### config.mk
export PLATFORM = sky130hd
export DESIGN_NAME = rf_adc_timed_capture
export DESIGN_NICKNAME = d
export VERILOG_FILES = /design/src/rtl/rf_adc_timed_capture.sv
export SDC_FILE = /design/constraint.sdc
export NUM_CORES = 2
export LEC_CHECK = 0
export BUFFER_PORTS_ARGS = -buffer_cell sky130_fd_sc_hd__buf_2
export CAP_MARGIN = 30
export CORE_AREA = 5 5 454 456
export CTS_CLUSTER_DIAMETER = 60
export DETAILED_ROUTE_END_ITERATION = 8
export DIE_AREA = 0 0 459 461
export SLEW_MARGIN = 20
export SYNTH_ARGS = -nofsm -noshare
export SYNTH_HDL_FRONTEND = slang
export SYNTH_SLANG_ARGS = --single-unit
export TNS_END_PERCENT = 5
### constraint.sdc
create_clock -name clk -period 5.7 [get_ports clk]
set_input_delay 1.14 -clock clk [delete_from_list [all_inputs] [get_ports clk]]
set_output_delay 1.14 -clock clk [all_outputs]
set_load 0.005 [all_outputs]
### src/rtl/rf_adc_timed_capture.sv
// rf_adc_timed_capture
//   Captures a commanded burst of 64-bit ADC words ({Q1,I1,Q0,I0}) from a
//   stream with no backpressure. A burst starts either at the next valid word
//   or at a given word timestamp. The captured words go into a small FIFO,
//   which is presented as an AXI-Stream with tlast and an error terminator.
//
// Ports
//   clk, rst                 data_clk domain clock and synchronous active-high reset
//   time_load/_value         load the word-time counter
//   time_now                 current word-time counter
//   cmd_valid/cmd_ready      command handshake (cmd_ready is high only in IDLE)
//   cmd_timed/cmd_time       timed start and its word timestamp
//   cmd_num_words            burst length; 0 = continuous until stop
//   stop                     ends continuous capture or aborts an armed command
//   i_tdata/i_tvalid         ADC stream (no ready)
//   o_tdata/o_tlast/o_terr   captured stream; o_terr marks an overflow terminator
//   o_tvalid/o_tready        output handshake
//   overflow/late            one-cycle status pulses
//   busy                     a command is in progress
//
// States
//   state      | meaning
//   -----------+-----------------------------------------------------------
//   ST_IDLE    | no command; waiting for cmd_valid, ADC words ignored
//   ST_ARMED   | timed command; waiting for the word whose timestamp == cmd_time
//   ST_CAPTURE | writing every valid word until the count or stop ends the burst

module rf_adc_timed_capture #(
  parameter int FIFO_SIZE_LOG2 = 5,
  parameter int NUM_WORDS_W    = 16,
  parameter int TIME_W         = 64
) (
  input  logic                   clk,
  input  logic                   rst,
  input  logic                   time_load,
  input  logic [TIME_W-1:0]      time_load_value,
  output logic [TIME_W-1:0]      time_now,
  input  logic                   cmd_valid,
  output logic                   cmd_ready,
  input  logic                   cmd_timed,
  input  logic [TIME_W-1:0]      cmd_time,
  input  logic [NUM_WORDS_W-1:0] cmd_num_words,
  input  logic                   stop,
  input  logic [63:0]            i_tdata,
  input  logic                   i_tvalid,
  output logic [63:0]            o_tdata,
  output logic                   o_tlast,
  output logic                   o_terr,
  output logic                   o_tvalid,
  input  logic                   o_tready,
  output logic                   overflow,
  output logic                   late,
  output logic                   busy
);

  localparam int DEPTH  = 1 << FIFO_SIZE_LOG2;
  localparam int PTR_W  = FIFO_SIZE_LOG2;
  localparam int FILL_W = FIFO_SIZE_LOG2 + 1;
  localparam int ENT_W  = 66;

  typedef enum logic [1:0] {
    ST_IDLE    = 2'd0,
    ST_ARMED   = 2'd1,
    ST_CAPTURE = 2'd2
  } state_t;

  state_t                 state_q, state_d;
  logic [TIME_W-1:0]      time_q;
  logic [TIME_W-1:0]      cmd_time_q, cmd_time_d;
  logic [NUM_WORDS_W-1:0] rem_q, rem_d;
  logic                   cont_q, cont_d;
  logic                   stop_pend_q, stop_pend_d;
  logic                   cmd_ready_q;
  logic                   late_q, late_d;
  logic                   overflow_q;

  logic [ENT_W-1:0]       mem_q [DEPTH];
  logic [PTR_W-1:0]       wr_ptr_q, rd_ptr_q;
  logic [FILL_W-1:0]      fill_q, fill_d;

  logic                   cap_req;
  logic                   cap_last;
  logic                   ovf;
  logic                   push;
  logic                   pop;
  logic [ENT_W-1:0]       push_word;

  // Word-time counter: the word's timestamp is the value before this
  // cycle's update, so a same-cycle load does not affect the current word.
  always_ff @(posedge clk) begin
    if (rst) begin
      time_q <= '0;
    end else if (time_load) begin
      time_q <= time_load_value;
    end else if (i_tvalid) begin
      time_q <= time_q + TIME_W'(1);
    end
  end

  // Next-state and capture decision. rem_q counts the words still to be
  // written in counted mode; it is loaded with the burst length at accept.
  always_comb begin
    state_d     = state_q;
    cmd_time_d  = cmd_time_q;
    rem_d       = rem_q;
    cont_d      = cont_q;
    stop_pend_d = stop_pend_q;
    cap_req     = 1'b0;
    cap_last    = 1'b0;
    late_d      = 1'b0;
    ovf         = 1'b0;

    unique case (state_q)
      ST_IDLE: begin
        if (cmd_valid && cmd_ready_q) begin
          cmd_time_d  = cmd_time;
          rem_d       = cmd_num_words;
          cont_d      = (cmd_num_words == '0);
          stop_pend_d = 1'b0;
          state_d     = cmd_timed ? ST_ARMED : ST_CAPTURE;
        end
      end

      ST_ARMED: begin
        // stop takes precedence over a word arriving in the same cycle
        if (stop) begin
          state_d = ST_IDLE;
        end else if (i_tvalid) begin
          if (time_q == cmd_time_q) begin
            cap_req  = 1'b1;
            cap_last = !cont_q && (rem_q == NUM_WORDS_W'(1));
            state_d  = cap_last ? ST_IDLE : ST_CAPTURE;
          end else if (time_q > cmd_time_q) begin
            late_d  = 1'b1;
            state_d = ST_IDLE;
          end
        end
      end

      ST_CAPTURE: begin
        // In continuous mode a stop without a word is remembered and closes
        // the burst on the next valid word; with a word it closes that word.
        if (cont_q && stop) begin
          stop_pend_d = 1'b1;
        end
        if (i_tvalid) begin
          cap_req  = 1'b1;
          cap_last = cont_q ? (stop_pend_q || stop) : (rem_q == NUM_WORDS_W'(1));
          if (cap_last) begin
            state_d = ST_IDLE;
          end
        end
      end

      default: begin
        state_d = ST_IDLE;
      end
    endcase

    if (cap_req) begin
      rem_d = rem_q - NUM_WORDS_W'(1);
    end

    // One FIFO slot is held back so an overflow can always be closed with
    // a terminator; reaching it ends the burst.
    if (cap_req && (fill_q >= FILL_W'(DEPTH - 1))) begin
      ovf     = 1'b1;
      state_d = ST_IDLE;
    end
  end

  assign pop = (fill_q != '0) && o_tready;

  // On overflow the data word is dropped and a terminator goes in instead.
  // If the FIFO is completely full (an earlier terminator still unread) and
  // nothing leaves this cycle, there is no room and the terminator is lost.
  assign push      = cap_req && (!ovf || (fill_q != FILL_W'(DEPTH)) || pop);
  assign push_word = ovf ? {1'b1, 1'b1, 64'd0} : {1'b0, cap_last, i_tdata};

  always_comb begin
    fill_d = fill_q;
    unique case ({push, pop})
      2'b10:   fill_d = fill_q + FILL_W'(1);
      2'b01:   fill_d = fill_q - FILL_W'(1);
      default: fill_d = fill_q;
    endcase
  end

  always_ff @(posedge clk) begin
    if (rst) begin
      state_q     <= ST_IDLE;
      cmd_time_q  <= '0;
      rem_q       <= '0;
      cont_q      <= 1'b0;
      stop_pend_q <= 1'b0;
      cmd_ready_q <= 1'b0;
      late_q      <= 1'b0;
      overflow_q  <= 1'b0;
      wr_ptr_q    <= '0;
      rd_ptr_q    <= '0;
      fill_q      <= '0;
    end else begin
      state_q     <= state_d;
      cmd_time_q  <= cmd_time_d;
      rem_q       <= rem_d;
      cont_q      <= cont_d;
      stop_pend_q <= stop_pend_d;
      // Ready only after a full cycle in IDLE, and dropped as soon as a
      // command is taken.
      cmd_ready_q <= (state_q == ST_IDLE) && (state_d == ST_IDLE);
      late_q      <= late_d;
      overflow_q  <= ovf;
      fill_q      <= fill_d;
      if (push) begin
        wr_ptr_q <= wr_ptr_q + PTR_W'(1);
      end
      if (pop) begin
        rd_ptr_q <= rd_ptr_q + PTR_W'(1);
      end
    end
  end

  // Storage needs no reset; the fill count alone decides what is valid.
  always_ff @(posedge clk) begin
    if (push) begin
      mem_q[wr_ptr_q] <= push_word;
    end
  end

  assign time_now  = time_q;
  assign cmd_ready = cmd_ready_q;
  assign o_tvalid  = (fill_q != '0);
  assign o_tdata   = mem_q[rd_ptr_q][63:0];
  assign o_tlast   = mem_q[rd_ptr_q][64];
  assign o_terr    = mem_q[rd_ptr_q][65];
  assign overflow  = overflow_q;
  assign late      = late_q;
  assign busy      = (state_q != ST_IDLE);

endmodule

==> impl_metrics.py <==
metrics = {
    "status": {
        "status": "completed",
    },
    "global_route": {
        "grt-ovfl-total": 0,
        "antenna_found_initial": 30,
        "grt.total_usage": 0.2223,
        "grt_max_degree": 70,
        "grt_pass1_vias": 46993,
        "grt_pass1_wl_mm": 339.4,
    },
    "floorplanning": {
        "dieWidth_um": 459,
        "core-area_um2": 201300,
        "io_pins": 351,
        "start_util": 0.4472,
        "rows": 165,
        "dieHeight_um": 461,
        "dieArea_um2": 211600,
    },
    "timing": {
        "relSlewSlack": 0.3261,
        "hold_viol_final": 0,
        "skew_ps": 60.86,
        "rsz0062_at_grt": "no",
        "finalSetupViolCount": 0,
        "fmax_ghz": 0.2036,
        "layout_setup_ws_ps": 787.5,
        "slew_viol_final": 0,
        "layout_min_cycle_time_ps": 4912,
        "whs_ps": 454.1,
        "worst_pin_slew_ps": 1004,
        "fin_tns_setup_ps": 0,
        "finalCritPeriodShare": 0.8618,
    },
    "synth": {
        "syn_inst": 4364,
        "yosysWarnings": 0,
        "yosysTopAreaCell": "edfxtp_1",
        "async_flop_share": 0,
        "synth_edf_count": 2112,
        "synth.avg_cell_area_um2": 20.63,
        "synth_top_area_share": 0.7046,
        "synthFlopType": "edfxtp_1",
        "synth-seq-area-share": 0.7429,
        "synth_nets": 4661,
        "synth_area_um2": 90010,
        "synthTopCellsByArea": "edfxtp_1 70%, mux4_2 17%, dfxtp_1 3.8%",
        "ys_ff_latch": 2284,
        "synth.distinct_cells": 72,
    },
    "place": {
        "port_buffers": 350,
        "dp_hpwl_mm": 127.9,
        "place.gp.congestion": 0.8459,
        "dp_slack_ps": 1098,
        "dp_cells": 7327,
    },
    "pwr": {
        "p_int_mw": 30.75,
        "power.density_nw_per_um2": 388.8,
        "switching_share": 0.2440,
        "clkPwrFrac": 0.375,
        "power.switching_mw": 9.924,
        "p_comb_frac": 0.168,
        "leakage_nw": 32.74,
        "pwr-share-seq": 0.457,
        "vdd_ir_drop_max_mv": 0.3670,
    },
    "min_path": {
        "hp-class": "reg -> reg",
        "min-delay-start": "cmd_time_q[46]",
    },
    "detailed_routing": {
        "drt_pass1_iterations": 5,
        "drt_iter0_markers": 4656,
        "routed-via-count": 45633,
        "wl_per_cell_um": 30.16,
        "drc": 0,
        "drt-total-wl_mm": 234.6,
        "postRouteAntennaNets": 0,
        "routed_via_density": 5.865,
    },
    "critical_path": {
        "arrival_ps": 3770,
        "path_max_fanout": 65,
        "cpMostUsedCell": "mux4_2",
        "critPathTopFamily": "multiplexers",
        "slowest_delay_ps": 750,
        "critical_path_class": "reg -> out",
        "startpoint_type": "flop",
        "reg2reg_from": "time_now[13]",
        "path_cells": "buf_12 > mux4_2 > mux4_2 > mux2_2 > buf_2",
        "path_buf_inv": 2,
        "worstSetupEndpointType": "output port",
        "critPathRequiredTime_ps": 4560,
        "critical-path-slowest-cell": "dfxtp_4",
    },
    "cts": {
        "cts.htree.levels": 4,
        "cts_tree": "yes",
        "cts.clk_slew.worst_paths_ps": 60,
        "cts_root_buf": "clkbuf_16",
        "clock_path_buffers": 3,
        "cts_made_buffers": 234,
        "clock-sinks": 2284,
        "post_cts_buffers": 0,
        "clkLatencyLatePin_ps": 880,
        "cts_resized": 0,
        "cts_hold_buf": 0,
    },
    "finish": {
        "nets": 5193,
        "post_route_cells_drive_above_1_share": 0.3315,
        "nFillCells": 15748,
        "ff_latch_area_um2": 66880,
        "multi_input_area_um2": 22420,
        "stdcell_count": 7780,
        "layout_commonest_cell": "edfxtp_1",
        "synthToLayoutAreaGrowth_pct": 16.24,
        "final_cell_mix": "2112 x edfxtp_1, 660 x mux4_2, 349 x buf_2, 237 x clkbuf_16, 218 x nand2_1",
        "fin_util": 0.5198,
    },
    "run": {
        "cap_viol_max_count": 0,
    },
}
flip-flops by register name (all words and copies together) (netlist names), named ones only:
name,cells
rem_q,16
state_q,2
time_now,64
cmd_ready,1
mem_q,2112
rd_ptr_q,5
cmd_time_q,64
cont_q,1
fill_q,6
wr_ptr_q,5
late,1
overflow,1
stop_pend_q,1
layer usage:
layer / global-route usage / routed length [um] / vias up
met1: 0.3070 / 96490 / 24564
met5: 0 / 130 / -
li1: - / - / 19133
met3: 0.03847 / 14640 / 340
met2: 0.3710 / 117900 / 1574
met4: 0.05694 / 5447 / 22
worst paths after layout:
| kind | endpoint | slack, ps | cells after the start |
|---|---|---|---|
| min | cmd_time_q[46] | 450 | 2 |
| max | o_tdata[33] | 790 | 5 |
| max reg2reg | mem_q[28][5] | 1150 | 9 |
| min reg2reg | cmd_time_q[46] | 450 | 2 |
synthesized netlist by cell type, drive strengths merged, types with 14 or more instances:
master and instances:
edfxtp 2112, mux4 660, nand2 218, dfxtp 172, clkbuf 148, nor2 142
a21oi 134, inv 90, ha 80, buf 72, nor2b 68, mux2 67
nand3 39, nand4 38, xnor2 37, a211oi 36, nor4 29, xor2 29
o21ai 27, nor3 25, or3 15, a31oi 14
power by group through the flow:
stage                     clock network [mW]  registers, mW  logic (mW)
final                                   15.3           18.6        6.83
after global routing                    16.3           18.6        7.40
after CTS                               15.6           18.6        7.00
after detailed placement                   0           19.0        6.97
after global placement                     0           19.0        6.95
after floorplan                            0           18.8        5.13
worst min-delay path: stages, from the launching register on:
cell and delay [ps]:
dfxtp_1 310, nand2_1 50, a21oi_1 50
cell families after synthesis:
kind of cell,after synthesis,share of synthesized area
buf+inv,310,0.01307
mux,734,0.1743
xor+xnor,66,0.006422
fa+ha+maj,81,0.01134
flops,2284,0.7429
compound gates,262,0.01777
simple gates,627,0.03424
area by class of cell:
type / instances / share of cell area
inverter: 90 / 0.003229
clock buffer: 279 / 0.05857
multi-input combinational: 1770 / 0.2142
timing repair buffer: 516 / 0.03731
clock inverter: 162 / 0.01527
antenna: 7 / 0.0001674
tap: 2672 / 0.03195
sequential: 2284 / 0.6392
stage by stage:
| stage | total power [mW] | cell area (um^2) |
|---|---|---|
| floorplan | 23.97 | 90010 |
| detailed placement | 25.93 | 96730 |
| global route | 42.30 | 104600 |
| finish | 40.68 | 104600 |
| CTS | 41.15 | 104500 |
| global placement | 25.90 | 96510 |
Note: power is estimated with default switching activity, not from simulation.
